--- src/rtl/phase_pkg.sv ---
// Shared constants and types for the phase unwrapper: fixed-point pi (pi = 12868),
// default widths and the sequence-state encoding.
package phase_pkg;

  localparam int PI_FIX       = 12868;
  localparam int TWO_PI_FIX   = 25736;
  localparam int ANGLE_W_DEF  = 16;
  localparam int ACC_W_DEF    = 24;
  localparam int WIN_LOG2_DEF = 4;

  typedef enum logic {
    S_FIRST = 1'b0,
    S_RUN   = 1'b1
  } state_e;

endpackage

--- src/rtl/phase_wrap.sv ---
// Combinational phase-difference wrap: d = angle - prev folded into [-pi, +pi].
// Differences of exactly +/-pi are left as they are.
module phase_wrap
  import phase_pkg::*;
#(
  parameter int ANGLE_W = ANGLE_W_DEF
) (
  input  logic signed [ANGLE_W-1:0] angle_i,
  input  logic signed [ANGLE_W-1:0] prev_i,
  output logic signed [ANGLE_W:0]   d_o
);

  localparam logic signed [ANGLE_W:0] PI_S     = (ANGLE_W+1)'(PI_FIX);
  localparam logic signed [ANGLE_W:0] TWO_PI_S = (ANGLE_W+1)'(TWO_PI_FIX);

  logic signed [ANGLE_W:0] raw;

  always_comb begin
    raw = (ANGLE_W+1)'(angle_i) - (ANGLE_W+1)'(prev_i);
    if (raw > PI_S) begin
      d_o = raw - TWO_PI_S;
    end else if (raw < -PI_S) begin
      d_o = raw + TWO_PI_S;
    end else begin
      d_o = raw;
    end
  end

endmodule

--- src/rtl/phase_unwrap.sv ---
// Phase unwrapper: wrap-corrected difference stage, accumulate stage, windowed mean frequency.
// Define PHASE_UNWRAP_SAT_EN to saturate the accumulator and raise the sticky ovf_o flag.
module phase_unwrap
  import phase_pkg::*;
#(
  parameter int ANGLE_W  = ANGLE_W_DEF,
  parameter int ACC_W    = ACC_W_DEF,
  parameter int WIN_LOG2 = WIN_LOG2_DEF
) (
  input  logic                      clk,
  input  logic                      rst,
  input  logic                      val_i,
  input  logic signed [ANGLE_W-1:0] angle_i,
  input  logic                      clr_i,
  output logic signed [ACC_W-1:0]   unwrap_o,
  output logic                      val_o,
  output logic signed [ANGLE_W-1:0] freq_o,
  output logic                      freq_val_o,
  output logic                      ovf_o
);

  localparam int SUM_W = ANGLE_W + WIN_LOG2;

  state_e state_q, state_d;
  logic   is_first;

  logic signed [ANGLE_W-1:0] prev_q, prev_d;
  logic signed [ANGLE_W:0]   wrap_d;

  logic                      vld_p0_q, vld_p0_d;
  logic                      first_p0_q, first_p0_d;
  logic signed [ANGLE_W:0]   d_p0_q, d_p0_d;
  logic signed [ANGLE_W-1:0] ang_p0_q, ang_p0_d;

  logic                      vld_p1_q, vld_p1_d;
  logic signed [ACC_W-1:0]   acc_q, acc_d;
  logic signed [ACC_W:0]     acc_wide;
  logic signed [SUM_W-1:0]   sum_q, sum_d, sum_nxt;
  logic [WIN_LOG2-1:0]       cnt_q, cnt_d;
  logic signed [ANGLE_W-1:0] freq_q, freq_d;
  logic                      fval_q, fval_d;

`ifdef PHASE_UNWRAP_SAT_EN
  localparam logic signed [ACC_W:0] ACC_MAX = $signed({2'b00, {(ACC_W-1){1'b1}}});

  logic ovf_q, ovf_d;

  function automatic logic signed [ACC_W-1:0] sat_acc(input logic signed [ACC_W:0] x);
    if (x > ACC_MAX) begin
      return ACC_W'(ACC_MAX);
    end else if (x < -ACC_MAX) begin
      return ACC_W'(-ACC_MAX);
    end
    return ACC_W'(x);
  endfunction

  function automatic logic clamps(input logic signed [ACC_W:0] x);
    return (x > ACC_MAX) || (x < -ACC_MAX);
  endfunction
`endif

  phase_wrap #(
    .ANGLE_W (ANGLE_W)
  ) u_wrap (
    .angle_i (angle_i),
    .prev_i  (prev_q),
    .d_o     (wrap_d)
  );

  // Sequence FSM: state register, next state, outputs
  always_ff @(posedge clk) begin
    if (rst) begin
      state_q <= S_FIRST;
    end else begin
      state_q <= state_d;
    end
  end

  always_comb begin
    state_d = state_q;
    if (val_i) begin
      state_d = S_RUN;
    end else if (clr_i) begin
      state_d = S_FIRST;
    end
  end

  // A clear coinciding with a sample makes that sample the start of a new sequence
  always_comb begin
    is_first = clr_i || (state_q == S_FIRST);
  end

  // Stage p0: history update and wrapped difference
  always_comb begin
    prev_d     = prev_q;
    vld_p0_d   = val_i;
    first_p0_d = is_first;
    d_p0_d     = d_p0_q;
    ang_p0_d   = ang_p0_q;
    if (val_i) begin
      prev_d   = angle_i;
      d_p0_d   = wrap_d;
      ang_p0_d = angle_i;
    end
  end

  // Stage p1: accumulate, window sum, frequency strobe
  always_comb begin
    acc_wide = (ACC_W+1)'(acc_q) + (ACC_W+1)'(d_p0_q);
    sum_nxt  = sum_q + SUM_W'(d_p0_q);
    vld_p1_d = vld_p0_q;
    acc_d    = acc_q;
    sum_d    = sum_q;
    cnt_d    = cnt_q;
    freq_d   = freq_q;
    fval_d   = 1'b0;
`ifdef PHASE_UNWRAP_SAT_EN
    ovf_d    = ovf_q;
`endif
    if (vld_p0_q) begin
      if (first_p0_q) begin
        acc_d = ACC_W'(ang_p0_q);
      end else begin
`ifdef PHASE_UNWRAP_SAT_EN
        acc_d = sat_acc(acc_wide);
        if (clamps(acc_wide)) begin
          ovf_d = 1'b1;
        end
`else
        acc_d = acc_wide[ACC_W-1:0];
`endif
        if (cnt_q == '1) begin
          freq_d = ANGLE_W'(sum_nxt >>> WIN_LOG2);
          fval_d = 1'b1;
          sum_d  = '0;
          cnt_d  = '0;
        end else begin
          sum_d  = sum_nxt;
          cnt_d  = cnt_q + 1'b1;
        end
      end
    end
    if (clr_i) begin
      vld_p1_d = 1'b0;
      acc_d    = '0;
      sum_d    = '0;
      cnt_d    = '0;
      fval_d   = 1'b0;
`ifdef PHASE_UNWRAP_SAT_EN
      ovf_d    = 1'b0;
`endif
    end
  end

  always_ff @(posedge clk) begin
    if (rst) begin
      prev_q     <= '0;
      vld_p0_q   <= 1'b0;
      first_p0_q <= 1'b0;
      d_p0_q     <= '0;
      ang_p0_q   <= '0;
      vld_p1_q   <= 1'b0;
      acc_q      <= '0;
      sum_q      <= '0;
      cnt_q      <= '0;
      freq_q     <= '0;
      fval_q     <= 1'b0;
    end else begin
      prev_q     <= prev_d;
      vld_p0_q   <= vld_p0_d;
      first_p0_q <= first_p0_d;
      d_p0_q     <= d_p0_d;
      ang_p0_q   <= ang_p0_d;
      vld_p1_q   <= vld_p1_d;
      acc_q      <= acc_d;
      sum_q      <= sum_d;
      cnt_q      <= cnt_d;
      freq_q     <= freq_d;
      fval_q     <= fval_d;
    end
  end

`ifdef PHASE_UNWRAP_SAT_EN
  always_ff @(posedge clk) begin
    if (rst) begin
      ovf_q <= 1'b0;
    end else begin
      ovf_q <= ovf_d;
    end
  end

  assign ovf_o = ovf_q;
`else
  assign ovf_o = 1'b0;
`endif

  assign unwrap_o   = acc_q;
  assign val_o      = vld_p1_q;
  assign freq_o     = freq_q;
  assign freq_val_o = fval_q;

endmodule

--- config.mk ---
export PLATFORM = sky130hd
export DESIGN_NAME = phase_unwrap
export DESIGN_NICKNAME = d
export VERILOG_FILES = /design/src/rtl/phase_pkg.sv /design/src/rtl/phase_wrap.sv /design/src/rtl/phase_unwrap.sv
export SDC_FILE = /design/constraint.sdc
export NUM_CORES = 1
export LEC_CHECK = 0
export ABC_AREA = 1
export CAP_MARGIN = 10
export CORE_MARGIN = 2
export CORE_UTILIZATION = 60
export DETAILED_ROUTE_END_ITERATION = 10
export DONT_BUFFER_PORTS = 1
export PLACE_DENSITY = 0.76
export SLEW_MARGIN = 25
export SYNTH_ARGS = -nofsm -noshare
export SYNTH_HDL_FRONTEND = slang
export SYNTH_SLANG_ARGS = --single-unit
--- constraint.sdc ---
create_clock -name clk -period 4.6 [get_ports clk]
set_clock_uncertainty 0.1 [all_clocks]
set_input_delay 0.92 -clock clk [delete_from_list [all_inputs] [get_ports clk]]
set_output_delay 0.92 -clock clk [all_outputs]
set_load 0.02 [all_outputs]
==> results of run 1 <==
==> per-layer routing <==
layer | up-vias | global-route usage | wire length [um]
met4 | 0 | 0.125 | 696
met1 | 3603 | 0.416 | 9990
li1 | 4181 | - | -
met5 | - | 0 | 0
met2 | 257 | 0.489 | 9710
met3 | 42 | 0.0399 | 1260
==> registers in the layout, summed over array words and instances (netlist names) <==
name and count:
freq_o 16, vld_p0_q 1, sum_q 20, state_q 1, freq_val_o 1, val_o 1
cnt_q 4, first_p0_q 1, unwrap_o 24, d_p0_q 17, ang_p0_q 16
==> power by group through the flow <==
stage | logic [W] | registers [W] | clock network [W]
after detailed placement | 0.000909 | 0.00101 | 0
after floorplan | 0.000739 | 0.000976 | 0
after global placement | 0.000900 | 0.00101 | 0
final | 0.000931 | 0.000994 | 0.000735
after CTS | 0.000914 | 0.000992 | 0.000743
after global routing | 0.00105 | 0.000996 | 0.000773
==> layout by cell type (no fill, tap or decap), types with 3 or more instances in the layout <==
cell type / netlist / routed
sky130_fd_sc_hd__nand2_1: 340 / 340
sky130_fd_sc_hd__inv_1: 147 / 147
sky130_fd_sc_hd__a21oi_1: 137 / 137
sky130_fd_sc_hd__nor2_1: 113 / 113
sky130_fd_sc_hd__dfxtp_1: 102 / 102
sky130_fd_sc_hd__o21ai_0: 93 / 93
sky130_fd_sc_hd__nand3_1: 92 / 92
sky130_fd_sc_hd__ha_1: 62 / 62
sky130_fd_sc_hd__xor2_1: 27 / 27
sky130_fd_sc_hd__nand4_1: 19 / 19
sky130_fd_sc_hd__a31oi_1: 15 / 15
sky130_fd_sc_hd__nand2_2: 12 / 12
sky130_fd_sc_hd__nor3_1: 10 / 10
sky130_fd_sc_hd__xnor2_1: 9 / 9
sky130_fd_sc_hd__clkbuf_16: 0 / 9
sky130_fd_sc_hd__buf_4: 4 / 6
sky130_fd_sc_hd__clkinv_1: 5 / 5
sky130_fd_sc_hd__o21ai_1: 5 / 5
sky130_fd_sc_hd__o211ai_1: 5 / 5
sky130_fd_sc_hd__and2_1: 4 / 4
sky130_fd_sc_hd__nor2_2: 4 / 4
sky130_fd_sc_hd__o21bai_1: 4 / 4
sky130_fd_sc_hd__or2_2: 4 / 4
sky130_fd_sc_hd__inv_2: 3 / 3
sky130_fd_sc_hd__a21o_1: 3 / 3
sky130_fd_sc_hd__a211oi_1: 3 / 3
sky130_fd_sc_hd__a21boi_0: 3 / 3
sky130_fd_sc_hd__and3_1: 3 / 3
sky130_fd_sc_hd__fa_1: 3 / 3
sky130_fd_sc_hd__clkinvlp_4: 0 / 3
==> through the flow <==
| step | utilization | area, um^2 |
|---|---|---|
| floorplan | - | 8010 |
| finish | 0.638 | 8380 |
| detailed placement | 0.617 | 8110 |
| CTS | 0.638 | 8380 |
| global placement | 0.617 | 8110 |
| global route | 0.638 | 8380 |
==> cell families after synthesis <==
| group | Yosys count | synth area share |
|---|---|---|
| XOR/XNOR | 38 | 0.0435 |
| AND/OR/NAND/NOR | 609 | 0.320 |
| other | 1 | 0.000468 |
| buffers and inverters | 191 | 0.0930 |
| adder cells (fa/ha/maj) | 65 | 0.104 |
| AO/OA/AOI/OAI | 276 | 0.183 |
| flip-flops | 102 | 0.255 |
==> worst paths after layout <==
kind / from / end / slack, ps / depth (start not counted)
min reg2reg: state_q / first_p0_q / 330 / 1
min: state_q / first_p0_q / 330 / 1
max: angle_i[0] / d_p0_q[8] / 730 / 20
max reg2reg: ang_p0_q[0] / d_p0_q[8] / 960 / 19
==> area by class of cell <==
type | count | share of cell area
multi-input combinational | 989 | 0.623
sequential | 102 | 0.244
inverter | 155 | 0.0694
clock buffer | 11 | 0.0290
tap | 176 | 0.0263
timing repair buffer | 6 | 0.00537
clock inverter | 4 | 0.00373
==> impl_results.md, run 1 <==
* Result of the run: complete, no violations
* Netlist Area Pre-Place at 8010 um^2
* Number of core rows at 42
* Signed area change from the synthesized netlist to the final layout at 4.70%
* Startpoint Class: primary input
* Count of mapped cells out of synthesis at roughly 1,300
* Internal Dissipation at between 0.0015 and 0.002 W
* Number of max-slew violations in the final report at 0
* Detailed placement HPWL at 16,600 um
* Die Area at about 14,000 um^2
* Worst rel slew slack at 0.417
* Ant diodes at 0
* Global routing usage summed across all routing layers at 0.305
* Via count of the first global-routing pass at ~7,200
* Clock transition time at the flip-flop clock pins of the worst setup and hold paths at 70 ps
* Final cycle utilization of the critical path at 0.840
* Drt drc at 0
* Vertical die dimension at 120 um
* Kind of end point of the critical path: register
* Max cap viols at 0
* Non-filler instance count after layout at 1,443
* Worst slack after detailed placement at 393 ps
* Layout cell share with drive strength beyond 1 at 0.0387
* RSZ-0062 raised after global routing: false
* Root Buffer: sky130_fd_sc_hd__clkbuf_16
* Largest stage delay, worst path at about 460 ps
* Total of flip-flops plus latches after synthesis at 102
* Via/cell ratio at about 5.6
* Fraction of power spent switching nets at 0.396
* Via count at 8,083
* Final setup violating endpoints at 0
* Post-synthesis cell type with the largest combined area: sky130_fd_sc_hd__dfxtp_1
* EDFF count, synth at 0
* Reg area at 2040 um^2
* Overall power after layout at 0.00266 W
* Post-synthesis net count at 1,367
* Critical path buffers and inverters at 4
* Register share of total power at 0.374
* Post-Route WL at roughly 22,000 um
* Req. time, crit path at 4740 ps
* Quantity of I/O buffers inserted on ports at 0
* Top fanout value on the critical path at 19
* Cells after DPL at 1,428
* Final period demand of the worst path at slightly below 4000 ps
* Die Width at 120 um
* Filler instances at 1,326
* Post-synth top area share at 0.255
* Maximum count of clock buffers along a single path at 2
* Wire per inst at 15.0 um
* Number of ports placed on the die boundary at 63
* Total number of H-tree levels at 3
* Number of antenna violations at the first check in global routing at 0
* Cell types with the highest counts after synthesis: sky130_fd_sc_hd__nand2_1 (340), sky130_fd_sc_hd__inv_1 (147), sky130_fd_sc_hd__a21oi_1 (137)
* Setup total negative slack at 0 ps
* Data arrival time of the critical path at 4010 ps
* Final Net Count at 1,348
* Residual antenna-violating net count after detailed routing at 0
* Hold_buf cts at 0
* Area of combinational cells with multiple inputs at roughly 5200 um^2
* Transition at the pin with the smallest max-transition slack at roughly 870 ps
* Number of buffers inserted during clock tree synthesis at 9
* VDD IR-drop max at 0.200 mV
* Cell seen most often among critical-path stages: sky130_fd_sc_hd__nand2_1
* Average footprint of a synthesized cell at 6.24 um^2
* Global-route wire length before repair at 35,400 um
* Post-synth ARST share at 0
* Initial DRC count at 485
* Most used flip-flop cell after synthesis: sky130_fd_sc_hd__dfxtp_1
* Cells along the critical path: inv_1, ha_1, fa_1, inv_1, nand3_1, nand2_2, xor2_2, inv_1, ha_1, nand4_1, nand2_1, nand2_1, nand2_1, nand2_1, nand2_1, nand2_1, nand3_1, buf_4, a21oi_1, nor2_1
* Skew-Pair Late Insertion Delay at between 300 and 400 ps
* Part of the power in the clock network at 0.276
* Switching Power at 0.00105 W
* Slowest cell on crit path: sky130_fd_sc_hd__nand3_1
* Reported leakage power at 4.09 nW
* Combinational Power Share at 0.350
* Maximum number of pins on one net before global-route repair at 37
* Kind of path behind the tightest hold check: register to register
* Final number of hold-violating endpoints at 0
* Worst Slack Setup Final at around 730 ps
* Seq/Total Area, Yosys at 0.255
* Initial standard-cell utilization of the core at 0.609
* Quantity of gates resized following cts at 0
* Most instantiated library cell after synthesis: sky130_fd_sc_hd__nand2_1
* Number of sinks handled by clock tree synthesis at 102
* Critical path type: primary input to register
* Number of synthesis warnings at 0
* Count of different cell masters after synthesis at 46
* Final estimated routing congestion in global placement at roughly 0.97
* Number of setup buffers added after CTS at 0
* Achievable clock frequency at between 200 and 300 MHz
* Worst slack on hold paths at 327 ps
* Router iterations before antenna repair at 5
* Cells taking the most area after synthesis: sky130_fd_sc_hd__dfxtp_1 (26%), sky130_fd_sc_hd__nand2_1 (16%), sky130_fd_sc_hd__ha_1 (9.7%)
* Floorplan Core Area at between 10,000 and 15,000 um^2
* CTS tree: built
* Delay-heaviest family, CP: simple AND/OR/NAND/NOR gates
* Overflow left after global routing at 0
* Power density relative to cell area at ~320 nW/um^2
Power figures use the tool's default switching activity.
==> inputs of run 2 (changes only) <==
Clock period 4.6 ns to 3.79 ns, I/O delays scaled along.
==> run 2 against run 1 <==
- first-iteration DRC count increased by 21%
- non-clock buffer count is 4 higher
- total power is 24% higher
- combinational power rose by 22%
- register-to-register slack worse by 420 ps
- sequential share of layout area down 0.13 points
- utilization increased by 0.35 points
- count of clock-buffer cells in the layout grew 1
- global-route usage up 0.33 points
- clock power grew 29%
- via count decreased by 0.47%
- worst setup slack got worse by 260 ps
- critical endpoint is now d_p0_q[7]
- highest routed layer unchanged
==> impl_results.md, run 2 (synthesis results as in run 1) <==
* Ant diodes at 0
* RSZ-0062 raised after global routing: false
* Max cap viols at 0
* Number of ports placed on the die boundary at 63
* Flip-flop count of the largest register after layout at 24
* Total number of H-tree levels at 3
* Number of max-slew violations in the final report at 0
* Initial DRC count at 586
* Startpoint Class: primary input
* Clock transition time at the flip-flop clock pins of the worst setup and hold paths at around 70 ps
* Cells along the critical path: inv_1, ha_1, fa_1, inv_1, nand3_1, nand2_2, xor2_2, inv_1, ha_1, nand4_1, nand2_1, nand2_1, nand2_1, nand2_1, nand2_1, nand2_1, nand3_1, buf_4, o21ai_0, inv_1, a21oi_1
* Critical path type: primary input to register
* Die Width at 120 um
* Global routing usage summed across all routing layers at 0.309
* Final cycle utilization of the critical path at 0.876
* Number of buffers inserted during clock tree synthesis at 9
* Number of antenna violations at the first check in global routing at 0
* Layout cell share with drive strength beyond 1 at 0.0409
* Hold_buf cts at 0
* Drt drc at 0
* Slowest cell on crit path: sky130_fd_sc_hd__fa_1
* Skew-Pair Late Insertion Delay at roughly 350 ps
* Commonest non-fill, non-tap cells in the layout: sky130_fd_sc_hd__nand2_1 (340), sky130_fd_sc_hd__inv_1 (147), sky130_fd_sc_hd__a21oi_1 (137), sky130_fd_sc_hd__nor2_1 (113), sky130_fd_sc_hd__dfxtp_1 (102)
* Setup total negative slack at 0 ps
* End point of the critical path: d_p0_q[7]
* GR Util met3 at 0.0480
* Final number of hold-violating endpoints at 0
* Result of the run: complete, no violations
* Number of sinks handled by clock tree synthesis at 102
* Initial standard-cell utilization of the core at 0.609
* Final setup violating endpoints at 0
* Quantity of gates resized following cts at 0
* Detailed placement HPWL at 16,500 um
* Quantity of I/O buffers inserted on ports at 0
* Residual antenna-violating net count after detailed routing at 0
* Cell seen most often among critical-path stages: sky130_fd_sc_hd__nand2_1
* Signed area change from the synthesized netlist to the final layout at 5.28%
* Worst Slack Setup Final at 472 ps
* Vertical die dimension at 120 um
* Data arrival time of the critical path at 3500 ps
* Final estimated routing congestion in global placement at roughly 0.95
* VDD IR-drop max at 0.200 mV
* Critical path buffers and inverters at 5
* Number of core rows at 42
* Wire per inst at 14.7 um
* Router iterations before antenna repair at 6
* Top fanout value on the critical path at 20
* Delay-heaviest family, CP: adder cells
* Via count at 8,045
* Met2 usage at 0.465
* FF-to-FF setup slack at 540 ps
* Filler instances at 1,293
* Global Route met1 Usage at 0.427
* CTS tree: built
* Gr busiest metal: met2
* Kind of end point of the critical path: register
* Transition at the pin with the smallest max-transition slack at 868 ps
* Via/cell ratio at 5.56
* Achievable clock frequency at 301 MHz
* Post-Route WL at between 20,000 and 25,000 um
* Floorplan Core Area at 13,100 um^2
* Startpoint of the worst-slack reg-to-reg timing path: ang_p0_q[0]
* Final period demand of the worst path at ~3300 ps
* Maximum count of clock buffers along a single path at 2
* Reg-to-Reg End: d_p0_q[7]
* Maximum number of pins on one net before global-route repair at 37
* Final Net Count at 1,352
* Count of cell instances traversed by the critical path at 21
* First element of the critical path: angle_i[0]
* Req. time, crit path at 3970 ps
* Worst rel slew slack at 0.421
* Kind of path behind the tightest hold check: register to register
* Power density relative to cell area at 391 nW/um^2
* Root Buffer: sky130_fd_sc_hd__clkbuf_16
* Largest stage delay, worst path at 410 ps
* Via count of the first global-routing pass at 7,389
* Overflow left after global routing at 0
* Number of setup buffers added after CTS at 0
* Worst slack after detailed placement at roughly 140 ps
* Most frequent standard cell in the layout excluding fill and tap cells: sky130_fd_sc_hd__nand2_1
* Reported leakage power at just over 4 nW
* Die Area at 14,300 um^2
* Logic depth of the worst register-to-register path at 20
* Global-route wire length before repair at approximately 36,000 um
[run 2: cell count changes in the layout (fill, tap and decap cells not counted)]
cell,before,now
sky130_fd_sc_hd__clkinvlp_4,3,0
sky130_fd_sc_hd__clkinv_2,0,1
sky130_fd_sc_hd__buf_4,6,10
sky130_fd_sc_hd__bufinv_16,0,1
sky130_fd_sc_hd__clkbuf_1,1,2
[run 2: worst min-delay path by stage]
stage,slack [ps],start,cells after the start,end
after CTS,330,state_q,1,first_p0_q
after global placement,310,state_q,1,first_p0_q
after detailed placement,320,state_q,1,first_p0_q
after floorplan,310,state_q,1,first_p0_q
after global routing,360,rst,1,d_p0_q[5]
final,330,state_q,1,first_p0_q
[run 2: metal layers]
layer | wire length, um | share of wire
met1 | 9920 | 0.47
met2 | 9000 | 0.42
met3 | 1430 | 0.067
met4 | 975 | 0.046
met5 | 0 | 0
[run 2: power by group]
part | switching [W] | internal [W] | total [W]
logic | 0.000769 | 0.000376 | 0.00114
registers | 0.0000803 | 0.00112 | 0.00120
clock network | 0.000420 | 0.000529 | 0.000950
total | 0.00127 | 0.00203 | 0.00330
[run 2: through the flow]
step | hold WS (ps) | std cells | util | area (um^2) | power, W
finish | 332 | 1447 | 0.642 | 8430 | 0.00330
global route | 365 | 1447 | 0.642 | 8430 | 0.00351
CTS | 331 | 1447 | 0.642 | 8430 | 0.00328
detailed placement | 320 | 1432 | 0.619 | 8140 | 0.00234
global placement | 314 | 1432 | 0.619 | 8140 | 0.00234
floorplan | 312 | 1282 | - | 8010 | 0.00208
[run 2: layout make-up]
class	instances	area [um^2]	share of cell area
Clock inverter	3	43.8	0.00520
Timing Repair Buffer	10	75.1	0.00891
Tap cell	176	220	0.0261
Sequential cell	102	2040	0.242
Clock buffer	12	246	0.0292
Inverter	155	582	0.0690
Multi-Input combinational cell	989	5220	0.619
==> inputs of run 3 (changes only) <==
Settings changed: CTS_CLUSTER_DIAMETER from default to 30.
==> results of run 3 <==
Final layout, timing and power as in run 2 (identical DEF).
